--- src/rtl/tt_lut_eval_seq.sv ---
// Runtime-loadable N-input truth-table evaluator with a registered valid/ready output.
// Optional transfer histogram enabled by defining TT_LUT_HIST_EN.
module tt_lut_eval_seq #(
  parameter int NUM_IN = 3,
  parameter logic [(2**NUM_IN)-1:0] RESET_TT = 8'hED
) (
  input  logic                     clk,
  input  logic                     rst_n,
  input  logic                     in_valid,
  output logic                     in_ready,
  input  logic [NUM_IN-1:0]        in_vec,
  output logic                     out_valid,
  input  logic                     out_ready,
  output logic                     out_bit,
  input  logic                     cfg_start,
  input  logic                     cfg_valid,
  input  logic                     cfg_bit,
  output logic                     cfg_busy,
  output logic                     cfg_done,
  output logic [(2**NUM_IN)-1:0]   tt_active,
  output logic [15:0]              hist_ones
);

  localparam int TT_W = 2**NUM_IN;
  localparam int CW   = $clog2(TT_W) + 1;
  localparam logic [CW-1:0] LAST = CW'(TT_W - 1);

  typedef enum logic [1:0] {
    IDLE,
    LOAD,
    COMMIT
  } state_t;

  state_t          state;
  state_t          state_nx;
  logic [TT_W-1:0] shadow;
  logic [TT_W-1:0] shadow_nx;
  logic [TT_W-1:0] tt_nx;
  logic [CW-1:0]   count;
  logic [CW-1:0]   count_nx;
  logic            accept;

  always_ff @(posedge clk or negedge rst_n) begin
    if (!rst_n) begin
      state     <= IDLE;
      shadow    <= '0;
      count     <= '0;
      tt_active <= RESET_TT;
    end else begin
      state     <= state_nx;
      shadow    <= shadow_nx;
      count     <= count_nx;
      tt_active <= tt_nx;
    end
  end

  // A new start always restarts the load, even one about to commit.
  always_comb begin
    state_nx  = state;
    shadow_nx = shadow;
    count_nx  = count;
    tt_nx     = tt_active;
    cfg_done  = 1'b0;
    unique case (state)
      IDLE: begin
        if (cfg_start) begin
          state_nx  = LOAD;
          count_nx  = '0;
          shadow_nx = '0;
        end
      end
      LOAD: begin
        if (cfg_start) begin
          count_nx  = '0;
          shadow_nx = '0;
        end else if (cfg_valid) begin
          shadow_nx = (shadow << 1) | TT_W'(cfg_bit);
          if (count == LAST) begin
            state_nx = COMMIT;
          end else begin
            count_nx = count + CW'(1);
          end
        end
      end
      COMMIT: begin
        if (cfg_start) begin
          state_nx  = LOAD;
          count_nx  = '0;
          shadow_nx = '0;
        end else begin
          tt_nx    = shadow;
          cfg_done = 1'b1;
          state_nx = IDLE;
        end
      end
      default: state_nx = IDLE;
    endcase
  end

  assign cfg_busy = (state != IDLE);

  assign in_ready = !out_valid || out_ready;
  assign accept   = in_valid && in_ready;

  always_ff @(posedge clk or negedge rst_n) begin
    if (!rst_n) begin
      out_valid <= 1'b0;
      out_bit   <= 1'b0;
    end else if (accept) begin
      out_valid <= 1'b1;
      out_bit   <= tt_active[in_vec];
    end else if (out_ready) begin
      out_valid <= 1'b0;
    end
  end

`ifdef TT_LUT_HIST_EN
  logic [15:0] hist;

  always_ff @(posedge clk or negedge rst_n) begin
    if (!rst_n) begin
      hist <= '0;
    end else if (cfg_done) begin
      hist <= '0;
    end else if (out_valid && out_ready && out_bit && hist != 16'hFFFF) begin
      hist <= hist + 16'd1;
    end
  end

  assign hist_ones = hist;
`else
  assign hist_ones = 16'h0000;
`endif

endmodule

--- config.mk ---
export PLATFORM = sky130hd
export DESIGN_NAME = tt_lut_eval_seq
export DESIGN_NICKNAME = d
export VERILOG_FILES = /design/src/rtl/tt_lut_eval_seq.sv
export SDC_FILE = /design/constraint.sdc
export NUM_CORES = 1
export LEC_CHECK = 0
export CAP_MARGIN = 10
export CELL_PAD_IN_SITES_DETAIL_PLACEMENT = 0
export CELL_PAD_IN_SITES_GLOBAL_PLACEMENT = 1
export CORE_AREA = 2 2 67 69
export DETAILED_ROUTE_END_ITERATION = 8
export DIE_AREA = 0 0 69 71
export PLACE_DENSITY = 0.72
export SYNTH_ARGS = -nofsm -noshare
export SYNTH_HDL_FRONTEND = slang
export SYNTH_SLANG_ARGS = --single-unit
--- constraint.sdc ---
create_clock -name clk -period 1.4 [get_ports clk]
set_input_delay 0.14 -clock clk [delete_from_list [all_inputs] [get_ports clk]]
set_output_delay 0.14 -clock clk [all_outputs]
set_load 0.05 [all_outputs]
== After elaboration in Yosys (flattened, before gate mapping) ==
Index checks and enable logic that the tools add are counted.

* Input bits: 10
* Register bits: 24
* Output and inout bits: 29
* Word-level logic and storage cells: 53

* Reduce and logical (&&, ||, !) cells: 12
* Bitwise gates (word level): 2
* Add/sub/neg operators: 1
* Magnitude comparators: 1
* Mux-type cells: 21
* Equality and inequality tests: 10

{| class="wikitable"
|+ Operators with widths
! cell !! count
|-
| 8-bit 2-to-1 mux || 3
|-
| 4-bit 2-to-1 mux || 4
|-
| 8-bit one-hot mux with 2 select lines || 1
|-
| 2-bit 2-to-1 mux || 4
|-
| 2-bit != test, second input constant || 4
|-
| 8-bit by 1-bit bitwise OR with 8-bit output || 1
|-
| 4-bit one-hot mux with 2 select lines || 1
|-
| 4-bit AND reduction || 2
|-
| 1-bit 2-to-1 mux || 6
|-
| 3-bit != test, second input constant || 2
|-
| 2-bit one-hot mux with 3 select lines || 1
|-
| 2-bit nonzero test || 3
|-
| 4-bit by 1-bit adder with 4-bit output, second input constant || 1
|-
| 4-bit by 3-bit == test with 1-bit output, second input constant || 1
|-
| 3-bit by 4-bit < comparator with 1-bit output, second input constant || 1
|-
| 1-bit binary-select mux with 3-bit select || 1
|-
| 3-bit AND reduction || 1
|-
| 2-bit by 1-bit == test with 1-bit output, second input constant || 1
|-
| 2-bit == test, second input constant || 1
|-
| 2-bit zero test || 1
|-
| 2-bit by 1-bit != test with 1-bit output, second input constant || 1
|-
| 2-bit AND reduction || 1
|-
| 2-bit OR reduction || 1
|-
| 1-bit logical AND || 1
|-
| 3 further kinds || 3
|}

== Depth between registers and ports, before layout ==
Gate-level depths: netlist of run 1.

* Depth in word-level cells: 5
* Depth in mapped cells: 6
* Depth with buffers taken out: 4

== Worst setup path after synthesis of run 1 ==
No wires, ideal clock.

* Path kind: register to register
* Start point: register state[0]
* End point: register tt_active[1]
* Setup slack: -0.123 ns
* Library setup time: 0.125 ns
* Period minus slack after synthesis: 1.523 ns
* Path buffers: 2
* Stages on the path, launching flop included: 5
* Data arrival time: 1.398 ns
* Data required time: 1.275 ns
* Cells stage by stage: dfrtp_1 -> buf_4 -> nor3b_1 -> buf_2 -> mux2_2

* Word-level cells in the longest chain between the ends: 2

{| class="wikitable"
|+ Ends and longest elaborated chain
! what !! line !! source
|-
| from (decl) || 34 || <nowiki>state_t state;</nowiki>
|-
| from (signal assigned) || 50 || <nowiki>state <= state_nx;</nowiki>
|-
| 2-bit == test || 64 || <nowiki>unique case (state)</nowiki>
|-
| 2-bit AND reduction (no source line) || -- ||
|-
| to (signal assigned) || 53 || <nowiki>tt_active <= tt_nx;</nowiki>
|-
| to (decl) || 20 || <nowiki>output logic [(2**NUM_IN)-1:0] tt_active,</nowiki>
|}

No other way between the ends.
A chain may end at the register's enable or synchronous reset.

== Worst setup path in the final report of run 1 ==
* Start point: register state[1]
* End point: output port cfg_done

* Word-level cells in the longest chain between the ends: 2

{| class="wikitable"
|+ Ends and longest elaborated chain
! what !! line !! source
|-
| 2-bit == test || 64 ||
|-
| 1-bit 2-to-1 mux || 64 ||
|-
| to (decl) || 19 || <nowiki>output logic cfg_done,</nowiki>
|}

No other way between the ends.

==> results of run 1 <==
[cell type report]
| cell class | count | area (um^2) |
|---|---|---|
| Sequential cell | 24 | 609 |
| Inverter | 1 | 3.75 |
| Timing Repair Buffer | 43 | 489 |
| Clock buffer | 4 | 55.1 |
| Multi-Input combinational cell | 86 | 587 |
| Tap cell | 52 | 65.1 |
| Fill cell | 398 | 2390 |
[cells by family after synthesis]
group / count (synthesis)
flops: 24
other cells: 1
simple gates: 44
mux: 15
fa+ha+maj: 1
compound gates: 10
buf+inv: 22
[routing by layer]
layer	global-route usage	share of wire
met1	0.113	0.42
met2	0.179	0.50
met3	0.0242	0.060
met4	0.0523	0.020
met5	0	0
[worst register-to-register path, delay by kind of cell (launching register included)]
family	cells	cell delay, ns
buffers and inverters	1	0.16
DFF	1	0.47
AOI/OAI and AO/OA	3	0.32
muxes	1	0.33
[report_power, final]
group | switching [W] | internal (W) | leakage [nW] | total [W]
clock network | 0.000209 | 0.000251 | 0.0288 | 0.000460
logic | 0.000286 | 0.000209 | 0.536 | 0.000494
registers | 0.0000437 | 0.000744 | 0.301 | 0.000788
total | 0.000539 | 0.00120 | 0.866 | 0.00174
[registers in the layout (all words and copies together) (netlist names)]
| register | cells |
|---|---|
| out_valid | 1 |
| shadow | 8 |
| tt_active | 8 |
| state | 2 |
| count | 4 |
| out_bit | 1 |
[per-stage QoR]
step,std cells,total power (W),utilization,setup slack [ns]
floorplan,132,0.00113,-,-0.0562
global placement,204,0.00127,0.409,-0.209
detailed placement,204,0.00128,0.409,-0.229
CTS,210,0.00178,0.430,-0.0196
global route,210,0.00184,0.430,-0.0622
finish,210,0.00174,0.430,-0.00765
[what timing repair did]
item | in CTS | in global routing
setup endpoints to repair | 4 | 12
pin swaps | 2 | 0
gates resized for setup | 6 | 0
cloned | 0 | 0
buffers inserted | 3 | 0
[synthesized netlist by cell type (2+ instances only)]
library cell / number
mux2_2: 8
buf_4: 17
mux2i_1: 5
buf_2: 2
dfrtp_1: 18
o21ai_1: 2
dfstp_2: 6
nand2b_1: 6
nand3_1: 10
nand2_1: 20
[worst max path at each step]
stage,start,endpoint,slack [ns],depth (start not counted)
after global routing,state[1]$_DFFE_PN0P_,cfg_done,-0.06,4
after floorplan,count[0]$_DFFE_PN0P_,count[0]$_DFFE_PN0P_,-0.06,4
after CTS,state[0]$_DFFE_PN0P_,cfg_done,-0.02,3
final,state[1]$_DFFE_PN0P_,cfg_done,-0.008,4
after detailed placement,cfg_start,count[0]$_DFFE_PN0P_,-0.23,3
after global placement,cfg_start,count[0]$_DFFE_PN0P_,-0.21,3
==> impl_metrics.env, run 1 <==
export IMPL_fin_ws_ns=-0.00765
export IMPL_drv_cap=0
export IMPL_path_max_fanout=3
export IMPL_final_cell_mix="buf_4, nand2_1, dfrtp_1, conb_1, buf_12"
export IMPL_cts_tree="built"
export IMPL_arrival_ns=1.27
export IMPL_synth_compound_gate_area_share=0.0773
export IMPL_fin_skew_ns=0.00341
export IMPL_r2r_slack_ns=0
export IMPL_ys_flop_type="dfrtp_1"
export IMPL_track_usage=0.101
export IMPL_grt_pass1_vias=895
export IMPL_worst_setup_path_start_kind="flip-flop"
export IMPL_grt_pass1_wl_um=4000
export IMPL_cp_cell_sequence="buf_6, nor3b_4, buf_4, buf_12"
export IMPL_detail_route_wl_per_cell_um=11.0
export IMPL_clk_path_buf_depth=2
export IMPL_yosysTopAreaCell="dfrtp_1"
export IMPL_ys_types=33
export IMPL_drt_pre_antenna_iters=3
export IMPL_worst_setup_path_type="flip-flop to output port"
export IMPL_coreArea_um2=4200
export IMPL_dr_total_vias=890
export IMPL_routed_wl_um=2320
export IMPL_hold_buffers=0
export IMPL_avgSynthCellArea_um2=10.8
export IMPL_fin_area_um2=1810
export IMPL_vias_per_cell=4.24
export IMPL_synth_cells=117
export IMPL_p_leak_nw=0.866
export IMPL_fin_crit_sh=1.01
export IMPL_worstPathRequired_ns=1.26
export IMPL_synth_edf_count=0
export IMPL_final_common_cell="buf_4"
export IMPL_status="finished, violations left"
export IMPL_fmax_mhz=710
export IMPL_dp_hpwl_um=1790
export IMPL_synthMuxAreaShare=0.141
export IMPL_synth_top_family_by_area="simple AND/OR/NAND/NOR gates"
export IMPL_setup_tns_ns=-0.0126
export IMPL_io_pins=39
export IMPL_cp_top_family="flip-flops"
export IMPL_antenna_left=0
export IMPL_synthXorXnorAreaFrac=0
export IMPL_antennaDiodeCount=0
export IMPL_violations="setup timing"
export IMPL_start_util=0.300
export IMPL_ys_top_cells_by_area="dfrtp_1, dfstp_2, buf_4"
export IMPL_timing_rr_end="count[0]$_DFFE_PN0P_"
export IMPL_p_per_area_nw_per_um2=963
export IMPL_overflow=0
export IMPL_synth_simple_area_share=0.168
export IMPL_antenna_found_initial=0
export IMPL_numCtsBuffers=3
export IMPL_cts_sinks=24
export IMPL_crit_path_end_kind="output port"
export IMPL_placed_cell_area_um2=1720
export IMPL_hold_path_class="input port to async pin"
export IMPL_cp_num_buf_inv=3
export IMPL_num_nets_final=170
export IMPL_rsz0062_at_grt="true"
export IMPL_synth_fa_ha_area_frac=0.00991
export IMPL_portBuffers=22
export IMPL_drtIter0Drc=18
export IMPL_drive_above_1_share=0.405
export IMPL_seq_area_frac_synth=0.482
export IMPL_clockRootBuffer="clkbuf_8"
export IMPL_netlist_area_leader_share=0.357
export IMPL_synth_ff_latch_count=24
export IMPL_max_stage_delay_ns=0.39
export IMPL_ir_drop_mv=0.382
export IMPL_grt_max_degree=25
export IMPL_die_w_um=69
export IMPL_yosysWarnings=0
export IMPL_reg2regPathDepth=5
export IMPL_post_route_drc_count=0
export IMPL_drv_slew=0
export IMPL_rows=24
export IMPL_clk_pin_slew_ns=0.08
export IMPL_r2r_start="state[0]$_DFFE_PN0P_"
export IMPL_crit_slowest_cell="dfrtp_1"
export IMPL_cts_htree_levels=1
export IMPL_die_y_um=71
export IMPL_synthesis_area_um2=1260
export IMPL_die_area_um2=4900
export IMPL_place_congestion=0.762
export IMPL_worstSkewPairLatency_ns=0.26
export IMPL_async_flop_share=1.00
export IMPL_area_growth_pct=43.3
export IMPL_setup_viol=2
export IMPL_timing_final_hold_violations=0
export IMPL_period_minus_slack_ns=1.41
export IMPL_whs_ns=0.239
No activity file was read; power rests on OpenSTA's default activity.
==> inputs of run 2 (changes only) <==
--- a/config.mk
+++ b/config.mk
@@ -8,10 +8,10 @@
 export CAP_MARGIN = 10
 export CELL_PAD_IN_SITES_DETAIL_PLACEMENT = 0
 export CELL_PAD_IN_SITES_GLOBAL_PLACEMENT = 1
-export CORE_AREA = 2 2 67 69
+export CORE_AREA = 2 2 64 66
 export DETAILED_ROUTE_END_ITERATION = 8
-export DIE_AREA = 0 0 69 71
-export PLACE_DENSITY = 0.72
+export DIE_AREA = 0 0 66 68
+export PLACE_DENSITY = 0.76
 export SYNTH_ARGS = -nofsm -noshare
 export SYNTH_HDL_FRONTEND = slang
 export SYNTH_SLANG_ARGS = --single-unit
==> constraint.sdc (replaced) <==
create_clock -name clk -period 1.3 [get_ports clk]
set_input_delay 0.13 -clock clk [delete_from_list [all_inputs] [get_ports clk]]
set_output_delay 0.13 -clock clk [all_outputs]
set_load 0.05 [all_outputs]
==> run 2 against run 1 <==
  * The run still ends with setup timing left
  * Total power increased by 20%
  * Non-clock buffer count increased by 6
  * Via count increased by 7.0%
  * Utilization increased by 8.1 points
  * Critical path type unchanged
  * Critical endpoint unchanged
  * Largest cell class is now multi-input combinational cells
  * Highest routed layer unchanged
==> impl_metrics.env, run 2 (synthesis results as in run 1) <==
export IMPL_status="finished, violations left"
export IMPL_violations="setup timing"
export IMPL_cp_num_buf_inv=2
export IMPL_final_cell_mix="buf_4, nand2_1, dfrtp_1, conb_1, buf_12"
export IMPL_cts_htree_levels=1
export IMPL_pwr_share_comb=0.278
export IMPL_clk_path_buf_depth=2
export IMPL_grt_busiest_layer="met2"
export IMPL_cts_sinks=24
export IMPL_antenna_left=0
export IMPL_die_y_um=68
export IMPL_rsz0062_at_grt="true"
export IMPL_antenna_found_initial=0
export IMPL_intPower_w=0.00147
export IMPL_fin_ws_ns=-0.118
export IMPL_whs_ns=0.213
export IMPL_die_w_um=66
export IMPL_num_nets_final=176
export IMPL_worst_setup_path_start_kind="flip-flop"
export IMPL_grt_pass1_vias=940
export IMPL_fin_skew_ns=0.00751
export IMPL_place_congestion=0.779
export IMPL_drtIter0Drc=33
export IMPL_grt_max_degree=25
export IMPL_arrival_ns=1.29
export IMPL_top_regs="shadow x8, tt_active x8, count x4"
export IMPL_ir_drop_mv=0.486
export IMPL_power_w=0.00210
export IMPL_use_met3=0.0247
export IMPL_p_leak_nw=0.927
export IMPL_drv_cap=0
export IMPL_hold_path_class="input port to async pin"
export IMPL_drv_slew=0
export IMPL_timing_final_hold_violations=0
export IMPL_final_common_cell="buf_4"
export IMPL_setup_tns_ns=-0.377
export IMPL_cp_top_family="flip-flops"
export IMPL_fin_crit_sh=1.09
export IMPL_overflow=0
export IMPL_io_pins=39
export IMPL_p_sw_w=0.000626
export IMPL_p_per_area_nw_per_um2=1060
export IMPL_clk_pin_slew_ns=0.09
export IMPL_cts_tree="built"
export IMPL_setup_viol=8
export IMPL_routed_wl_um=2710
export IMPL_dp_slack_ns=-0.340
export IMPL_worst_setup_path_type="flip-flop to output port"
export IMPL_crit_slowest_cell="dfrtp_2"
export IMPL_worstPathRequired_ns=1.17
export IMPL_coreArea_um2=3860
export IMPL_worstSkewPairLatency_ns=0.27
export IMPL_p_clk_frac=0.314
export IMPL_fmax_mhz=705
export IMPL_drt_pre_antenna_iters=4
export IMPL_numCtsBuffers=3
export IMPL_rows=23
export IMPL_grt_pass1_wl_um=4060
export IMPL_r2r_start="state[1]$_DFFE_PN0P_"
export IMPL_crit_start="state[0]$_DFFE_PN0P_"
export IMPL_n_fill_cell=358
export IMPL_crit_path_end_kind="output port"
export IMPL_die_area_um2=4490
export IMPL_start_util=0.327
export IMPL_period_minus_slack_ns=1.42
export IMPL_drive_above_1_share=0.463
export IMPL_cp_cell_sequence="nor3b_4, buf_4, buf_12"
export IMPL_grt_use_met1=0.118
export IMPL_detail_route_wl_per_cell_um=12.6
export IMPL_pwr_share_seq=0.407
export IMPL_vias_per_cell=4.45
export IMPL_area_growth_pct=56.1
export IMPL_clockRootBuffer="clkbuf_8"
export IMPL_max_stage_delay_ns=0.48
export IMPL_p_sw_frac=0.299
export IMPL_dp_hpwl_um=2050
export IMPL_track_usage=0.119
export IMPL_dr_total_vias=952
export IMPL_post_route_drc_count=0
export IMPL_use_met2=0.240
export IMPL_path_max_fanout=6
export IMPL_antennaDiodeCount=0
export IMPL_portBuffers=22
-- run 2: layout make-up --
cell class / count / area (um^2) / share of cell area
clock buffer: 3 / 41.3 / 0.0210
sequential: 24 / 609 / 0.309
timing repair buffer: 49 / 574 / 0.291
clock inverter: 1 / 30.0 / 0.0152
tap: 50 / 62.6 / 0.0317
inverter: 1 / 3.75 / 0.00190
multi-input combinational: 86 / 649 / 0.330
-- run 2: worst paths after layout --
path,endpoint,slack [ns],depth (start not counted)
min,tt_active[1]$_DFFE_PN0P_,0.21,2
min reg2reg,shadow[7]$_DFFE_PN0P_,0.49,2
max reg2reg,count[0]$_DFFE_PN0P_,-0.09,3
max in group asynchronous,tt_active[6]$_DFFE_PN1P_,0.79,2
min in group clk,shadow[0]$_DFFE_PN0P_,0.41,3
max,cfg_done,-0.12,3
-- run 2: power groups by stage --
| stage | logic, W | registers, W | clock network [W] |
|---|---|---|---|
| after CTS | 0.000566 | 0.000851 | 0.000675 |
| after floorplan | 0.000358 | 0.000863 | 0 |
| final | 0.000584 | 0.000854 | 0.000659 |
| after detailed placement | 0.000533 | 0.000859 | 0 |
| after global placement | 0.000516 | 0.000854 | 0 |
| after global routing | 0.000631 | 0.000864 | 0.000698 |
-- run 2: per-layer routing --
metal	up-vias	wire length (um)
li1	460	-
met1	463	1040
met2	27	1480
met3	2	151
met4	0	32
met5	-	0
-- run 2: stage by stage --
step	instances	cell area, um^2	util
after floorplan	132	1350	-
after global placement	207	1770	0.459
after detailed placement	207	1770	0.459
after CTS	214	1900	0.492
after global routing	214	1970	0.511
final	214	1970	0.511
-- run 2: timing repair --
item | CTS | global route
endpoints found under the setup margin | 7 | 23
gates resized for setup | 9 | 19
hold buffers | 0 | 0
pin swaps | 6 | 8
buffers inserted | 4 | 1
-- run 2: worst reg2reg max path: cells and delay by family (launching register included) --
family | cells | cell delay, ns
AOI/OAI and AO/OA | 1 | 0.40
DFF | 1 | 0.40
muxes | 1 | 0.34
and+or+nand+nor | 1 | 0.16
